`config.mk`:
```
export PLATFORM = sky130hd
export DESIGN_NAME = red_pitaya_pwm_dac
export DESIGN_NICKNAME = d
export VERILOG_FILES = /design/src/rtl/red_pitaya_pwm_dac.sv
export SDC_FILE = /design/constraint.sdc
export NUM_CORES = 1
export LEC_CHECK = 0
export BUFFER_PORTS_ARGS = -buffer_cell sky130_fd_sc_hd__buf_2
export CELL_PAD_IN_SITES_DETAIL_PLACEMENT = 0
export CELL_PAD_IN_SITES_GLOBAL_PLACEMENT = 1
export CORE_MARGIN = 2
export CORE_UTILIZATION = 35
export CTS_CLUSTER_DIAMETER = 60
export DETAILED_ROUTE_END_ITERATION = 12
export PLACE_DENSITY = 0.81
export SYNTH_ARGS = -nofsm -noshare
export SYNTH_HDL_FRONTEND = slang
export SYNTH_SLANG_ARGS = --single-unit
```
`constraint.sdc`:
```
create_clock -name clk_i -period 2.7 [get_ports clk_i]
set_input_delay 0.54 -clock clk_i [delete_from_list [all_inputs] [get_ports clk_i]]
set_output_delay 0.54 -clock clk_i [all_outputs]
set_load 0.05 [all_outputs]
```
`src/rtl/red_pitaya_pwm_dac.sv`:
```
// Single-channel PWM DAC with one coarse setting per period and an optional 16-period dither frame.
// Define PWM_DAC_DITHER_EN to enable dither; otherwise the frame is one period and cfg_i[15:0] is ignored.
module red_pitaya_pwm_dac #(
    parameter int unsigned PERIOD = 156,
    parameter int unsigned CW     = 8,
    parameter int unsigned FW     = 16
) (
    input  logic        clk_i,
    input  logic        rst_i,
    input  logic [23:0] cfg_i,
    output logic        pwm_o,
    output logic        sync_o
);
    localparam int unsigned   TW       = CW + 1;
    localparam logic [CW-1:0] VcntLast = CW'(PERIOD - 1);

    logic [CW-1:0] vcnt_q, vcnt_d;
    logic          vcnt_last;
    logic          frame_end;
    logic [TW-1:0] thr;

    assign vcnt_last = (vcnt_q == VcntLast);
    assign vcnt_d    = vcnt_last ? '0 : vcnt_q + CW'(1);

`ifdef PWM_DAC_DITHER_EN
    localparam int unsigned   BW       = $clog2(FW);
    localparam logic [BW-1:0] BcntLast = BW'(FW - 1);

    logic [23:0]   cfg_q, cfg_d;
    logic [FW-1:0] dither;
    logic [BW-1:0] bcnt_q, bcnt_d;

    assign cfg_d  = cfg_i;
    assign dither = cfg_q[FW-1:0];

    always_comb begin
        bcnt_d = bcnt_q;
        if (vcnt_last) begin
            bcnt_d = (bcnt_q == BcntLast) ? '0 : bcnt_q + BW'(1);
        end
    end

    assign frame_end = vcnt_last && (bcnt_q == BcntLast);
    // Dither bit index equals the period number within the frame.
    assign thr = TW'(cfg_q[23 -: CW]) + TW'(dither[bcnt_q]);

    always_ff @(posedge clk_i) begin
        if (rst_i) begin
            bcnt_q <= '0;
        end else begin
            bcnt_q <= bcnt_d;
        end
    end
`else
    logic [CW-1:0] cfg_q, cfg_d;
    logic [FW-1:0] unused_dither;

    assign cfg_d         = cfg_i[23 -: CW];
    assign unused_dither = cfg_i[FW-1:0];
    assign frame_end     = vcnt_last;
    assign thr           = TW'(cfg_q);
`endif

    // Shadow register reloads on every reset cycle so release starts with the live setting.
    always_ff @(posedge clk_i) begin
        if (rst_i) begin
            vcnt_q <= '0;
            pwm_o  <= 1'b0;
            sync_o <= 1'b0;
            cfg_q  <= cfg_d;
        end else begin
            vcnt_q <= vcnt_d;
            pwm_o  <= ({1'b0, vcnt_q} < thr);
            sync_o <= frame_end;
            if (frame_end) begin
                cfg_q <= cfg_d;
            end
        end
    end

endmodule

```
==> impl_metrics.py, run 1 <==
metrics = {
    "outcome": {
        "status": "complete, no violations",
    },
    "cts": {
        "cts_resized": 0,
        "cts_max_level": 1,
        "clock-sinks": 18,
        "cts_tree": "done",
        "cts_buffer_depth": 2,
        "cts_buffers": 3,
        "clk_latency_ns": 0.29,
        "postCtsSetupRepairBufs": 0,
        "clkTransAtPathRegs_ns": 0.10,
        "clock-root-buffer": "clkbuf_4",
        "cts_hold_buf": 0,
    },
    "synthesis": {
        "syn_inst": 69,
        "synth_ff_type": "dfxtp_1",
        "synth_area_per_cell_um2": 11.6,
        "synth_edf_count": 8,
        "yosysSeqAreaShare_pct": 54.8,
        "ys_warn_count": 0,
        "synth_area_um2": 803,
        "ys_types": 24,
        "ys_ff_latch": 18,
        "mappedNetlistNets": 103,
        "synth-async-reset-ratio_pct": 0,
    },
    "worst_setup_path": {
        "required_ns": 2.88,
        "crit_chain": "ha_1 -> a211oi_1 -> o21ai_0 -> a2111oi_1",
        "cp_data_arrival_time_ns": 1.84,
        "critPathTopFamily": "compound AO/OA/AOI/OAI gates",
        "end_kind": "flip-flop",
        "r2r-start": "vcnt_q[3]",
        "crit_fanout": 7,
        "r2r_cells": 4,
        "timing.critical_path.buf_inv": 0,
        "crit_slowest_cell": "dfxtp_1",
        "reg2reg_to": "pwm_o",
        "critical_path_class": "reg -> reg",
        "rrSetupSlack_ns": 1.04,
        "critical-path-max-stage-delay_ns": 0.48,
        "critPathLaunchType": "flip-flop",
    },
    "global_route": {
        "grt_start_max_net_pins": 16,
        "grt_remaining_overflow": 0,
        "grt_pass1_vias": 501,
        "grt_pass1_wl_um": 2130,
        "gr-usage-met3_pct": 6.03,
        "use_met1_pct": 12.6,
        "grt_usage_pct": 11.2,
        "grt-busiest-layer": "met2",
        "met2_usage_pct": 18.6,
        "antenna_found_initial": 0,
    },
    "timing": {
        "slew_headroom_pct": 72.4,
        "tns_ns": 0,
        "setup_viol": 0,
        "rsz0062_at_grt": "false",
        "holdWs_ns": 0.416,
        "slew_violations": 0,
        "finalHoldViolCount": 0,
        "min_period_ns": 1.66,
        "worst_slew_pin_slew_ns": 0.413,
        "fin_crit_sh_pct": 61.5,
        "max_freq_mhz": 603,
        "layout_setup_ws_ns": 1.04,
        "skew_ns": 0.00186,
    },
    "drt": {
        "drcViolationCount": 0,
        "wl_um": 1330,
        "drt-initial-drc-count": 2,
        "vias": 552,
        "ant_nets": 0,
        "vias_per_cell": 4.93,
        "routedWlPerCell_um": 11.9,
        "drtPass1Iterations": 4,
    },
    "min_path": {
        "hold_end": "cfg_q[5]",
        "hp-start": "cfg_i[21]",
        "holdPathStages": 1,
        "min_path_type": "in -> reg",
    },
    "finish": {
        "antennaDiodeCount": 0,
        "fillCellCount": 216,
        "drive_gt1_share_pct": 21.4,
        "nNetsFinal": 119,
        "multi_input_area_um2": 333,
        "syn_to_final_growth_pct": 14.5,
        "layout.area.seq_um2": 440,
        "layout.cells.non_filler": 112,
        "final_area_um2": 920,
        "fin_util_pct": 42.0,
    },
    "placement": {
        "dp_hpwl_um": 994,
        "dp_cells": 108,
        "gp_congestion": 0.757,
        "numPortBuffers": 11,
        "dp_slack_ns": 1.04,
        "place_area_um2": 893,
    },
    "floorplan": {
        "die_x_um": 51.9,
        "fp.coreArea_um2": 2190,
        "start_util_pct": 36.7,
        "die-area_um2": 2690,
        "ioPinCount": 28,
        "die_height_um": 51.9,
        "row_count": 17,
    },
    "power": {
        "power_mw": 0.477,
        "pwr_density_cell_nw_per_um2": 519,
        "ir_worst_vdd_mv": 0.360,
        "power_leakage_nw": 0.384,
    },
    "job": {
        "max-cap-violations": 0,
    },
}
==> routing by layer <==
metal,up-vias,wire (um)
li1,278,-
met1,262,627
met2,12,631
met3,0,74
met4,0,0
met5,-,0
==> area by class of cell <==
cell class | instances | share of cell area, %
flip-flops and latches | 18 | 47.9
multi-input cells | 43 | 36.2
clock buffers | 3 | 2.45
clock inverters | 1 | 0.408
inverters | 8 | 3.27
well taps | 28 | 3.81
repair buffers | 11 | 5.99
==> Yosys cell counts, types with 2 or more instances <==
master	count	area share, %
a21oi_1	3	1.9
dfxtp_1	10	25
edfxtp_1	8	30
ha_1	8	12
inv_1	8	3.7
nand2_1	2	0.93
nand3_1	2	1.2
nand4_1	2	1.6
nor2_1	5	2.3
o21ai_0	4	2.5
or3_1	3	2.3
xor2_1	2	2.2
==> how the worst max path moves through the flow <==
stage | from | end | slack, ns | cells past startpoint
after global routing | vcnt_q[0] | cfg_q[5] | 0.91 | 3
after global placement | vcnt_q[0] | cfg_q[3] | 1.07 | 3
final | vcnt_q[3] | pwm_o | 1.04 | 4
after CTS | vcnt_q[3] | pwm_o | 1.02 | 4
after floorplan | vcnt_q[0] | cfg_q[0] | 1.26 | 3
after detailed placement | vcnt_q[0] | cfg_q[2] | 1.04 | 3
==> kinds of logic after synthesis <==
kind of cell	after synthesis	synth area share (%)
DFF	18	54.8
buffers and inverters	8	3.74
AOI/OAI and AO/OA	13	12.3
and+or+nand+nor	19	13.4
adders and majority gates	8	12.5
xor gates and xnor gates	3	3.27
==> cells in the final DEF, fill, tap and decap left out, drive strengths merged <==
cell type  netlist  final
o21bai           1      1
nor3b            1      1
nor3             1      1
clkbuf           0      3
ha               8      8
dfxtp           10     10
nor2b            1      1
or3              4      4
nand4            2      2
o2111a           1      1
a2111oi          1      1
xnor2            1      1
nor2             5      5
clkinv           0      1
nand2            2      2
o21ai            4      4
a211oi           1      1
edfxtp           8      8
buf              0     11
nand3            3      3
o211ai           1      1
inv              8      8
a21oi            4      4
xor2             2      2
==> flip-flops by register name, indices dropped and copies added, names as in the netlist <==
register / cells
sync_o: 1
cfg_q: 8
vcnt_q: 8
pwm_o: 1
==> power breakdown <==
part           internal (mW)  switching (mW)  leakage [nW]
registers              0.296         0.00708         0.160
logic                 0.0176          0.0203         0.209
clock network         0.0538          0.0823        0.0154
No activity file was read; power rests on OpenSTA's default activity.
==> run 2: changes to the inputs <==
- CORE_UTILIZATION: 35 -> 32
- PLACE_DENSITY: 0.81 -> 0.78
- clock period: 2.7 -> 1.5 ns (I/O delays scaled with it)
==> impl_metrics.py, run 2 (same netlist as run 1, synthesis figures left out) <==
metrics = {
    "power": {
        "pwr_density_cell_nw_per_um2": 881,
        "ir_worst_vdd_mv": 0.732,
        "power_mw": 0.895,
        "power_leakage_nw": 0.419,
    },
    "finish": {
        "final_area_um2": 1020,
        "final_common_cell": "buf_2",
        "multi_input_area_um2": 379,
        "fillCellCount": 244,
        "nNetsFinal": 125,
        "drive_gt1_share_pct": 36.7,
        "top_regs": "cfg_q x8, vcnt_q x8",
        "final_cell_mix": "buf_2 (11), edfxtp_1 (8), dfxtp_1 (8)",
        "syn_to_final_growth_pct": 26.5,
        "fin_util_pct": 41.8,
        "layout.area.seq_um2": 443,
        "layout.cells.non_filler": 120,
        "antennaDiodeCount": 0,
    },
    "timing": {
        "finalHoldViolCount": 0,
        "setup_viol": 0,
        "slew_violations": 0,
        "rsz0062_at_grt": "true",
        "max_freq_mhz": 702,
        "slew_headroom_pct": 81.7,
        "fin_crit_sh_pct": 95.0,
        "min_period_ns": 1.43,
        "worst_slew_pin_slew_ns": 0.274,
        "skew_ns": 0.00255,
        "holdWs_ns": 0.167,
    },
    "outcome": {
        "status": "complete, no violations",
    },
    "min_path": {
        "min_path_type": "in -> reg",
        "hold_end": "cfg_q[0]",
        "hp-start": "cfg_i[16]",
        "holdPathStages": 1,
    },
    "worst_setup_path": {
        "path_depth": 5,
        "rrSetupSlack_ns": 0.07,
        "crit_chain": "inv_2 -> ha_4 -> o211ai_1 -> o21ai_2 -> a2111oi_2",
        "cp_data_arrival_time_ns": 1.62,
        "critPathTopFamily": "compound AO/OA/AOI/OAI gates",
        "crit_fanout": 1,
        "r2r_cells": 5,
        "critPathLaunchType": "flip-flop",
        "critical_path_class": "reg -> reg",
        "r2r-start": "cfg_q[1]",
        "required_ns": 1.70,
        "crit_slowest_cell": "edfxtp_1",
        "critical-path-max-stage-delay_ns": 0.41,
        "timing.critical_path.buf_inv": 1,
        "reg2reg_to": "pwm_o",
        "end_kind": "flip-flop",
    },
    "floorplan": {
        "row_count": 18,
        "die-area_um2": 2930,
        "ioPinCount": 28,
        "fp.coreArea_um2": 2430,
        "start_util_pct": 33.0,
        "die_height_um": 54.1,
        "die_x_um": 54.1,
    },
    "placement": {
        "numPortBuffers": 11,
        "gp_congestion": 0.793,
        "dp_cells": 116,
        "dp_hpwl_um": 1070,
        "place_area_um2": 941,
    },
    "global_route": {
        "antenna_found_initial": 0,
        "grt_remaining_overflow": 0,
        "grt_usage_pct": 12.4,
        "grt_pass1_wl_um": 2430,
        "grt_pass1_vias": 559,
        "grt_start_max_net_pins": 11,
    },
    "cts": {
        "cts_max_level": 1,
        "clock-sinks": 18,
        "cts_tree": "done",
        "postCtsSetupRepairBufs": 0,
        "clkTransAtPathRegs_ns": 0.10,
        "cts_hold_buf": 0,
        "cts_buffer_depth": 2,
        "cts_buffers": 3,
        "clk_latency_ns": 0.30,
        "clock-root-buffer": "clkbuf_4",
    },
    "drt": {
        "drcViolationCount": 0,
        "vias": 576,
        "wl_um": 1440,
        "routedWlPerCell_um": 12.0,
        "vias_per_cell": 4.80,
        "ant_nets": 0,
        "drt-initial-drc-count": 1,
        "drtPass1Iterations": 2,
    },
    "job": {
        "max-cap-violations": 0,
    },
}
-- run 2: metrics by stage --
stage | worst slack (ns) | setup TNS (ns)
after floorplan | 0.0551 | 0
after global placement | 0.0134 | 0
after detailed placement | -0.0497 | -0.0497
after CTS | 0.0564 | 0
after global routing | -0.0268 | -0.0268
final | 0.0745 | 0
-- run 2: layout make-up --
type                            count  area share (%)
Timing Repair Buffer               17            9.85
Inverter                            8            2.96
Clock buffer                        4            2.59
Multi-Input combinational cell     43            37.3
Sequential cell                    18            43.6
Tap cell                           30            3.69
-- run 2: how the worst max path moves through the flow --
stage / from / end / slack [ns]
after floorplan: vcnt_q[0] / cfg_q[0] / 0.06
after global placement: cfg_q[3] / pwm_o / 0.01
after detailed placement: cfg_q[3] / pwm_o / -0.05
after CTS: cfg_q[3] / pwm_o / 0.06
after global routing: vcnt_q[4] / pwm_o / -0.03
final: cfg_q[1] / pwm_o / 0.07
-- run 2: repair_timing --
action	in CTS	in global routing
pin swaps	1	4
endpoints found under the setup margin	1	5
gates resized for setup	2	9
-- run 2: metal layers --
| metal | vias to the layer above | track usage [%] | routed length [um] |
|---|---|---|---|
| li1 | 289 | - | - |
| met1 | 269 | 14.1 | 618 |
| met2 | 14 | 19.9 | 721 |
| met3 | 4 | 5.83 | 84 |
| met4 | 0 | 5.00 | 19 |
| met5 | - | 0 | 0 |
-- run 2: report_power, final --
| part | internal [mW] | switching [mW] |
|---|---|---|
| clock network | 0.104 | 0.152 |
| logic | 0.0464 | 0.0453 |
| registers | 0.534 | 0.0126 |
| total | 0.685 | 0.210 |
